--- src/rtl/sqrt_req_arbiter.sv ---
// Round-robin sharing of one fixed-latency Q8.24 sqrt pipeline among NUM_REQ requesters.
// Build option SQRT_ARB_NEG_CHECK_EN: negative operands issue as 0 and are flagged on rsp_neg.
module sqrt_req_arbiter #(
    parameter int NUM_REQ  = 4,
    parameter int TAG_W    = 2,
    parameter int SQRT_LAT = 53
) (
    input  logic                   clk,
    input  logic                   rst,
    input  logic [NUM_REQ-1:0]     req_valid,
    input  logic [32*NUM_REQ-1:0]  req_data,
    output logic [NUM_REQ-1:0]     req_ready,
    output logic [31:0]            sq_a,
    output logic                   sq_new_data,
    input  logic [31:0]            sq_r,
    input  logic                   sq_output_valid,
    output logic [NUM_REQ-1:0]     rsp_valid,
    output logic [31:0]            rsp_data,
`ifdef SQRT_ARB_NEG_CHECK_EN
    output logic                   rsp_neg,
`endif
    output logic                   busy,
    output logic                   err_spurious
);

    localparam int CNT_W = $clog2(SQRT_LAT + 3) + 1;

    function automatic logic [TAG_W-1:0] f_wrap(input int v);
        return TAG_W'(v % NUM_REQ);
    endfunction

    logic [TAG_W-1:0]    r_rr_ptr;
    logic [31:0]         r_sq_a;
    logic                r_sq_new;
    logic [TAG_W-1:0]    r_sq_tag;
    logic [SQRT_LAT-1:0] r_tl_vld;
    logic [TAG_W-1:0]    r_tl_tag [SQRT_LAT];
    logic [NUM_REQ-1:0]  r_rsp_valid;
    logic [31:0]         r_rsp_data;
    logic [CNT_W-1:0]    r_inflight;
    logic                r_err;

    logic                w_found;
    logic                w_hs;
    logic [TAG_W-1:0]    w_gnt_idx;
    logic [NUM_REQ-1:0]  w_gnt;
    logic [31:0]         w_gnt_data;
    logic [31:0]         w_issue_a;
    logic                w_tail_vld;
    logic [TAG_W-1:0]    w_tail_tag;
    logic                w_route;
    logic [31:0]         w_rsp_d;

`ifdef SQRT_ARB_NEG_CHECK_EN
    logic                r_sq_neg;
    logic [SQRT_LAT-1:0] r_tl_neg;
    logic                r_rsp_neg;
    logic                w_gnt_neg;
    logic                w_tail_neg;
`endif

    // First valid requester at or after r_rr_ptr, wrapping
    always_comb begin
        w_found   = 1'b0;
        w_gnt_idx = '0;
        for (int k = 0; k < NUM_REQ; k++) begin
            if (!w_found && req_valid[f_wrap(int'(r_rr_ptr) + k)]) begin
                w_found   = 1'b1;
                w_gnt_idx = f_wrap(int'(r_rr_ptr) + k);
            end
        end
    end

    assign w_hs       = w_found & rst;
    assign w_gnt      = w_hs ? (NUM_REQ'(1) << w_gnt_idx) : '0;
    assign w_gnt_data = req_data[32*int'(w_gnt_idx) +: 32];
    assign w_tail_vld = r_tl_vld[SQRT_LAT-1];
    assign w_tail_tag = r_tl_tag[SQRT_LAT-1];
    assign w_route    = sq_output_valid & w_tail_vld;

`ifdef SQRT_ARB_NEG_CHECK_EN
    assign w_gnt_neg  = w_gnt_data[31];
    assign w_tail_neg = r_tl_neg[SQRT_LAT-1];
    assign w_issue_a  = w_gnt_neg ? 32'd0 : w_gnt_data;
    assign w_rsp_d    = w_tail_neg ? 32'd0 : sq_r;
    assign rsp_neg    = r_rsp_neg;
`else
    assign w_issue_a  = w_gnt_data;
    assign w_rsp_d    = sq_r;
`endif

    always_ff @(posedge clk or negedge rst) begin
        if (!rst) begin
            r_rr_ptr    <= '0;
            r_sq_a      <= '0;
            r_sq_new    <= 1'b0;
            r_sq_tag    <= '0;
            r_tl_vld    <= '0;
            r_rsp_valid <= '0;
            r_rsp_data  <= '0;
            r_inflight  <= '0;
            r_err       <= 1'b0;
            for (int i = 0; i < SQRT_LAT; i++) begin
                r_tl_tag[i] <= '0;
            end
`ifdef SQRT_ARB_NEG_CHECK_EN
            r_sq_neg    <= 1'b0;
            r_tl_neg    <= '0;
            r_rsp_neg   <= 1'b0;
`endif
        end else begin
            r_sq_new <= w_hs;
            if (w_hs) begin
                r_sq_a   <= w_issue_a;
                r_sq_tag <= w_gnt_idx;
                r_rr_ptr <= f_wrap(int'(w_gnt_idx) + 1);
            end

            // Tail entry lines up with the pipeline output SQRT_LAT cycles after issue
            r_tl_vld    <= {r_tl_vld[SQRT_LAT-2:0], r_sq_new};
            r_tl_tag[0] <= r_sq_tag;
            for (int i = 1; i < SQRT_LAT; i++) begin
                r_tl_tag[i] <= r_tl_tag[i-1];
            end

            if (w_route) begin
                r_rsp_valid <= NUM_REQ'(1) << w_tail_tag;
                r_rsp_data  <= w_rsp_d;
            end else begin
                r_rsp_valid <= '0;
            end

            if (sq_output_valid != w_tail_vld) begin
                r_err <= 1'b1;
            end

            if (w_hs && !w_tail_vld) begin
                r_inflight <= r_inflight + 1'b1;
            end else if (!w_hs && w_tail_vld) begin
                r_inflight <= r_inflight - 1'b1;
            end

`ifdef SQRT_ARB_NEG_CHECK_EN
            if (w_hs) begin
                r_sq_neg <= w_gnt_neg;
            end
            r_tl_neg  <= {r_tl_neg[SQRT_LAT-2:0], r_sq_neg};
            r_rsp_neg <= w_route & w_tail_neg;
`endif
        end
    end

    assign req_ready    = w_gnt;
    assign sq_a         = r_sq_a;
    assign sq_new_data  = r_sq_new;
    assign rsp_valid    = r_rsp_valid;
    assign rsp_data     = r_rsp_data;
    assign busy         = (r_inflight != '0);
    assign err_spurious = r_err;

endmodule
--- config.mk ---
export PLATFORM = sky130hd
export DESIGN_NAME = sqrt_req_arbiter
export DESIGN_NICKNAME = d
export VERILOG_FILES = /design/src/rtl/sqrt_req_arbiter.sv
export SDC_FILE = /design/constraint.sdc
export NUM_CORES = 1
export LEC_CHECK = 0
export CORE_MARGIN = 5
export CORE_UTILIZATION = 51
export CTS_CLUSTER_SIZE = 28
export DETAILED_ROUTE_END_ITERATION = 10
export PLACE_DENSITY = 0.83
export SLEW_MARGIN = 10
export SYNTH_ARGS = -nofsm -noshare
export SYNTH_HDL_FRONTEND = slang
export SYNTH_SLANG_ARGS = --single-unit
--- constraint.sdc ---
create_clock -name clk -period 7.6 [get_ports clk]
set_input_delay 2.28 -clock clk [delete_from_list [all_inputs] [get_ports clk]]
set_output_delay 2.28 -clock clk [all_outputs]
set_load 0.01 [all_outputs]
======== Word-level counts from Yosys, hierarchy flattened ========
Index checks and enable logic that the tools add are counted.
word-level totals
  memories ................................ 0
  memory bits (read-only) ................. 0
  bits in writable memories ............... 0
  output and inout port bits .............. 75
  register bits ........................... 240
  bits in latches ......................... 0
  input port bits ......................... 167
  logic and storage cells ................. 110
cells by class
  reductions and logical operators ........ 12
  order comparisons ....................... 4
  $add $sub $neg .......................... 6
  muxes and demuxes ....................... 20
  bitwise logic cells ..................... 2
  multipliers ............................. 0
  shifts and indexed selects .............. 3
  divide/modulo/power cells ............... 0
  equal/unequal tests ..................... 1
operators by type and width
  operator               count
  $shiftx A128 B8 Y32    1
  $mux W7                2
  $lt A2 B3 Y1 const B   4
  $bmux W1 S2            4
  $mux W1                8
  $mux W2                4
  $mux W4                2
  $shl A1 B2 Y4 const A  2
  $add A7 B1 Y7 const B  1
  $reduce_bool A7 Y1     1
  $sub A7 B1 Y7 const B  1
  $logic_and A1 B1 Y1    5
  $logic_not A1 Y1       5
  $add A2 B1 Y2 const B  2
  $add A2 B2 Y2 const B  2
  $and A1 B1 Y1          2
  $reduce_bool A2 Y1     1
  $ne A1 B1 Y1           1

======== Depth between registers and ports, before layout ========
  word-level depth ........................ 17
  gate-level depth with buffers ........... 11
  gate-level depth less buffers ........... 11

======== Worst setup path after synthesis ========
Ideal clock, no wire load.
  kind .................................... input port to output port
  from .................................... input port req_valid[3]
  to ...................................... output port req_ready[0]
  arrival ................................. 3.482 ns
  stages on the path ...................... 8
  slack ................................... 1.838 ns
  buffers on the path ..................... 2
  required time ........................... 5.320 ns
  cells stage by stage .................... nand2b_1 a211o_1 and2_1 buf_6 buf_6 inv_1 ha_1 and2_1
on the way
  longest elaborated chain between the ends .. 14
  elaborated cells between the ends (all ways) .. 25
  those cells by class .................... shift (1); mux (17); bitwise (1); reduce/logical (6)
RTL lines
  item                           line  source
  from (decl)                    10    input logic [NUM_REQ-1:0] req_valid,
  $bmux W1 S2                    67    if (!w_found && req_valid[f_wrap(int'(r_rr_ptr) + k)]) begin
  $mux W1 (implied by the code)  67
  $mux W1                        67
  $logic_not A1 Y1               67
  $logic_and A1 B1 Y1            67
  $mux W1                        67
  $logic_not A1 Y1               67
  $logic_and A1 B1 Y1            67
  $mux W1                        67
  $logic_not A1 Y1               67
  $logic_and A1 B1 Y1            67
  $mux W2 (*)                    67
  named net w_gnt_idx[1]         45    logic [TAG_W-1:0] w_gnt_idx;
  $shl A1 B2 Y4 (*)              75    assign w_gnt = w_hs ? (NUM_REQ'(1) << w_gnt_idx) : '0;
  $mux W4 (*)                    75
  to (decl)                      12    output logic [NUM_REQ-1:0] req_ready,
Mark *: on every way through the listed nets, which the timed path passes. The rest lies on a longest branch. The select of a mux whose other input is x is not followed.

======== Final worst setup path ========
  from .................................... input port req_valid[3]
  to ...................................... output port req_ready[3]
Same word-level chain as after synthesis.

==> out/metrics.csv <==
stage;metric;value;unit
timing;fin_setup_tns;0;ns
route;drc;0;
job;maxCapViolations;0;
synthesis;synth_ff_type;dfrtp_1;
synthesis;synth.area.top_cells;dfrtp_1 70%, mux2_2 4.4%, mux2i_1 4.0%, a21boi_0 2.8%, o211ai_1 2.8%;
clock_tree;cts.clk_slew.worst_paths;0.06;ns
floorplan;dieArea;0.0194;sq mm
route;drtPass1Iterations;4;
floorplan;dieWidth;139;um
setup_path;critPathKind;primary input to output pin;
grt;grt_pass1_vias;5865;
synthesis;synth_adder_area_share;2.00;%
pwr;pwr-share-clk;32.6;%
clock_tree;hold_buffers;0;
clock_tree;cts-root-buf;clkbuf_16;
clock_tree;cts-resized-gates;0;
clock_tree;cts_buffers;22;
synthesis;synth-xor-area-share;0.411;%
setup_path;worstPathMaxFanout;4;
timing;setup_viol_count_final;0;
timing;hold_violations;0;
synthesis;synth-simple-area-share;7.23;%
pwr;p_sw;0.918;mW
setup_path;cp.arrival;4.47;ns
synthesis;ys_seq_area_share;70.4;%
pwr;swShare;26.4;%
route;route.vias.total;5454;
setup_path;required;5.32;ns
timing;skew;0.0119;ns
route;wire_per_inst;18.8;um
placed_design;dp_slack;0.896;ns
synthesis;synth-seq-cells;240;
timing;slew_headroom;40.1;%
timing;drv_slew;0;
synthesis;synth-edff-count;0;
hold_path;holdCritPathClass;flop to flop;
route;totalWireLength;20000;um
grt;grt_usage;20.6;%
clock_tree;cts_htree_levels;1;
timing;finalCriticalPeriod;6.75;ns
grt;grt-ovfl-total;0;
setup_path;cp-end-kind;output pin;
synthesis;synth_cell_types;45;
synthesis;synthCells;588;
placed_design;dp_hpwl;13800;um
clock_tree;cts_setup_buffers;0;
pwr;power.leakage;5.37;nW
timing;worst_pin_slew;0.898;ns
pwr;p_int;2.56;mW
run_status;status;completed;
cells_and_area;layout_common_cells;240 x dfrtp_1, 240 x clkdlybuf4s50_1, 45 x nand2_1;
floorplan;die_y;139;um
timing;setup_ws;0.852;ns
timing;max_freq;148;MHz
cells_and_area;drive_gt1_share;10.3;%
pwr;combinationalPowerShare;20.6;%
synthesis;synth_warnings;0;
floorplan;initial_core_util;51.8;%
cells_and_area;area_delta_synth_final;38.8;%
synthesis;synthArstFlopShare;100;%
synthesis;synthMuxAreaShare;8.35;%
clock_tree;clockBufferDepth;3;
timing;fin_crit_sh;88.8;%
pwr;p_per_area;294;mW/mm^2
setup_path;crit_path_start_kind;primary input;
route;viasPerCell;5.14;
timing;rsz0062_at_grt;false;
cells_and_area;num-nets-final;1006;
floorplan;core;0.0165;sq mm
pwr;seqPwrFrac;46.8;%
synthesis;synth_top_family_by_area;compound AO/OA/AOI/OAI gates;
cells_and_area;regArea;0.00601;sq mm
cells_and_area;antenna-diode-count;0;
route;final_antenna_net_count;0;
clock_tree;cts.sinks;240;
synthesis;synth_compound_area_share;8.77;%
grt;grt_first_pass_wirelength;32000;um
synthesis;yosys.area.top_type_share;70.4;%
route;drt_iter0_markers;238;
floorplan;rows;47;
grt;grt_antenna_before_repair;0;
clock_tree;cts_tree;built;
cells_and_area;fillCellCount;1059;
synthesis;synth_area_leader_cell;dfrtp_1;
synthesis;synth.net_count;768;
cells_and_area;multi_input_area;0.00229;sq mm
synthesis;syn_area_per_cell;14.5;sq um
floorplan;io_pins;242;
placed_design;io_buffers;241;
placed_design;place_congestion;0.852;
grt;grt_max_degree;183;
pwr;peakVddDrop;0.244;mV
clock_tree;clkLatencyLatePin;0.49;ns
synthesis;synth_area;0.00853;sq mm
state kept, by name, summed over array words and instances (netlist names):
name	flops
r_tl_vld	53
r_sq_tag	2
sq_new_data	1
r_rr_ptr	2
rsp_valid	4
err_spurious	1
r_inflight	7
r_tl_tag	104
sq_a	32
rsp_data	32
w_tail_tag	2
per-stage QoR:
step	utilization, %	area (sq um)	hold WS (ns)	total power, mW	cells
after detailed placement	67.3	11100	0.335	2.35	1022
after global routing	71.9	11800	0.346	3.65	1062
after global placement	67.3	11100	0.338	2.31	1022
final	71.9	11800	0.342	3.47	1062
after CTS	71.9	11800	0.341	3.51	1062
after floorplan	-	8530	0.331	1.99	588
cell type report:
class | count | share of cell area, %
Clock buffer | 29 | 5.31
Clock inverter | 11 | 1.10
Inverter | 5 | 0.159
Multi-Input combinational cell | 309 | 19.4
Sequential cell | 240 | 50.8
Tap cell | 220 | 2.33
Timing Repair Buffer | 248 | 21.0
power by group through the flow:
stage / combinational (mW) / clock (mW) / sequential [mW]
global placement: 0.675 / 0 / 1.63
finish: 0.715 / 1.13 / 1.63
global route: 0.774 / 1.22 / 1.65
floorplan: 0.356 / 0 / 1.63
CTS: 0.719 / 1.16 / 1.63
detailed placement: 0.708 / 0 / 1.64
critical path, stage by stage:
cell and delay, ns:
clkdlybuf4s50_1 0.53, mux2i_1 0.09, and2_4 0.18, or3_4 0.40, inv_1 0.10, ha_1 0.14
and2_1 0.15, clkdlybuf4s50_1 0.59
synth_stat cells, types with 8 or more instances:
library cell and number:
clkbuf_1 14, a21boi_0 32, o21ai_0 12, ha_1 12, o211ai_1 32, buf_4 8, mux2i_1 34, and3_1 33
buf_6 8, dfrtp_1 240, mux2_2 33, o21ai_1 26, nand2_1 45
routing by layer:
layer  share of wire, %  global-route usage (%)
met2                 52                    37.2
met4                1.3                    3.81
met5                  0                       0
met1                 40                    25.7
met3                7.2                    4.63
cell families after synthesis:
kind of cell,after synthesis
compound gates,112
simple gates,113
flops,240
mux,67
buf+inv,39
fa+ha+maj,13
xor+xnor,4
final timing paths:
path                            cells past startpoint                        end  slack (ns)              startpoint
worst max-delay path                                8               req_ready[3]        0.85            req_valid[3]
worst min-delay path                                0     r_tl_tag[77]$_DFF_PN0_        0.34  r_tl_tag[79]$_DFF_PN0_
worst max register to register                      9  r_inflight[6]$_DFFE_PN0P_        5.01  r_tl_vld[52]$_DFF_PN0_
worst min register to register                      0     r_tl_tag[77]$_DFF_PN0_        0.34  r_tl_tag[79]$_DFF_PN0_
max in group asynchronous                           2      r_tl_tag[7]$_DFF_PN0_        4.58                     rst
min in group asynchronous                           1     r_tl_vld[27]$_DFF_PN0_        1.71                     rst
(Power assumes the default switching activity.)
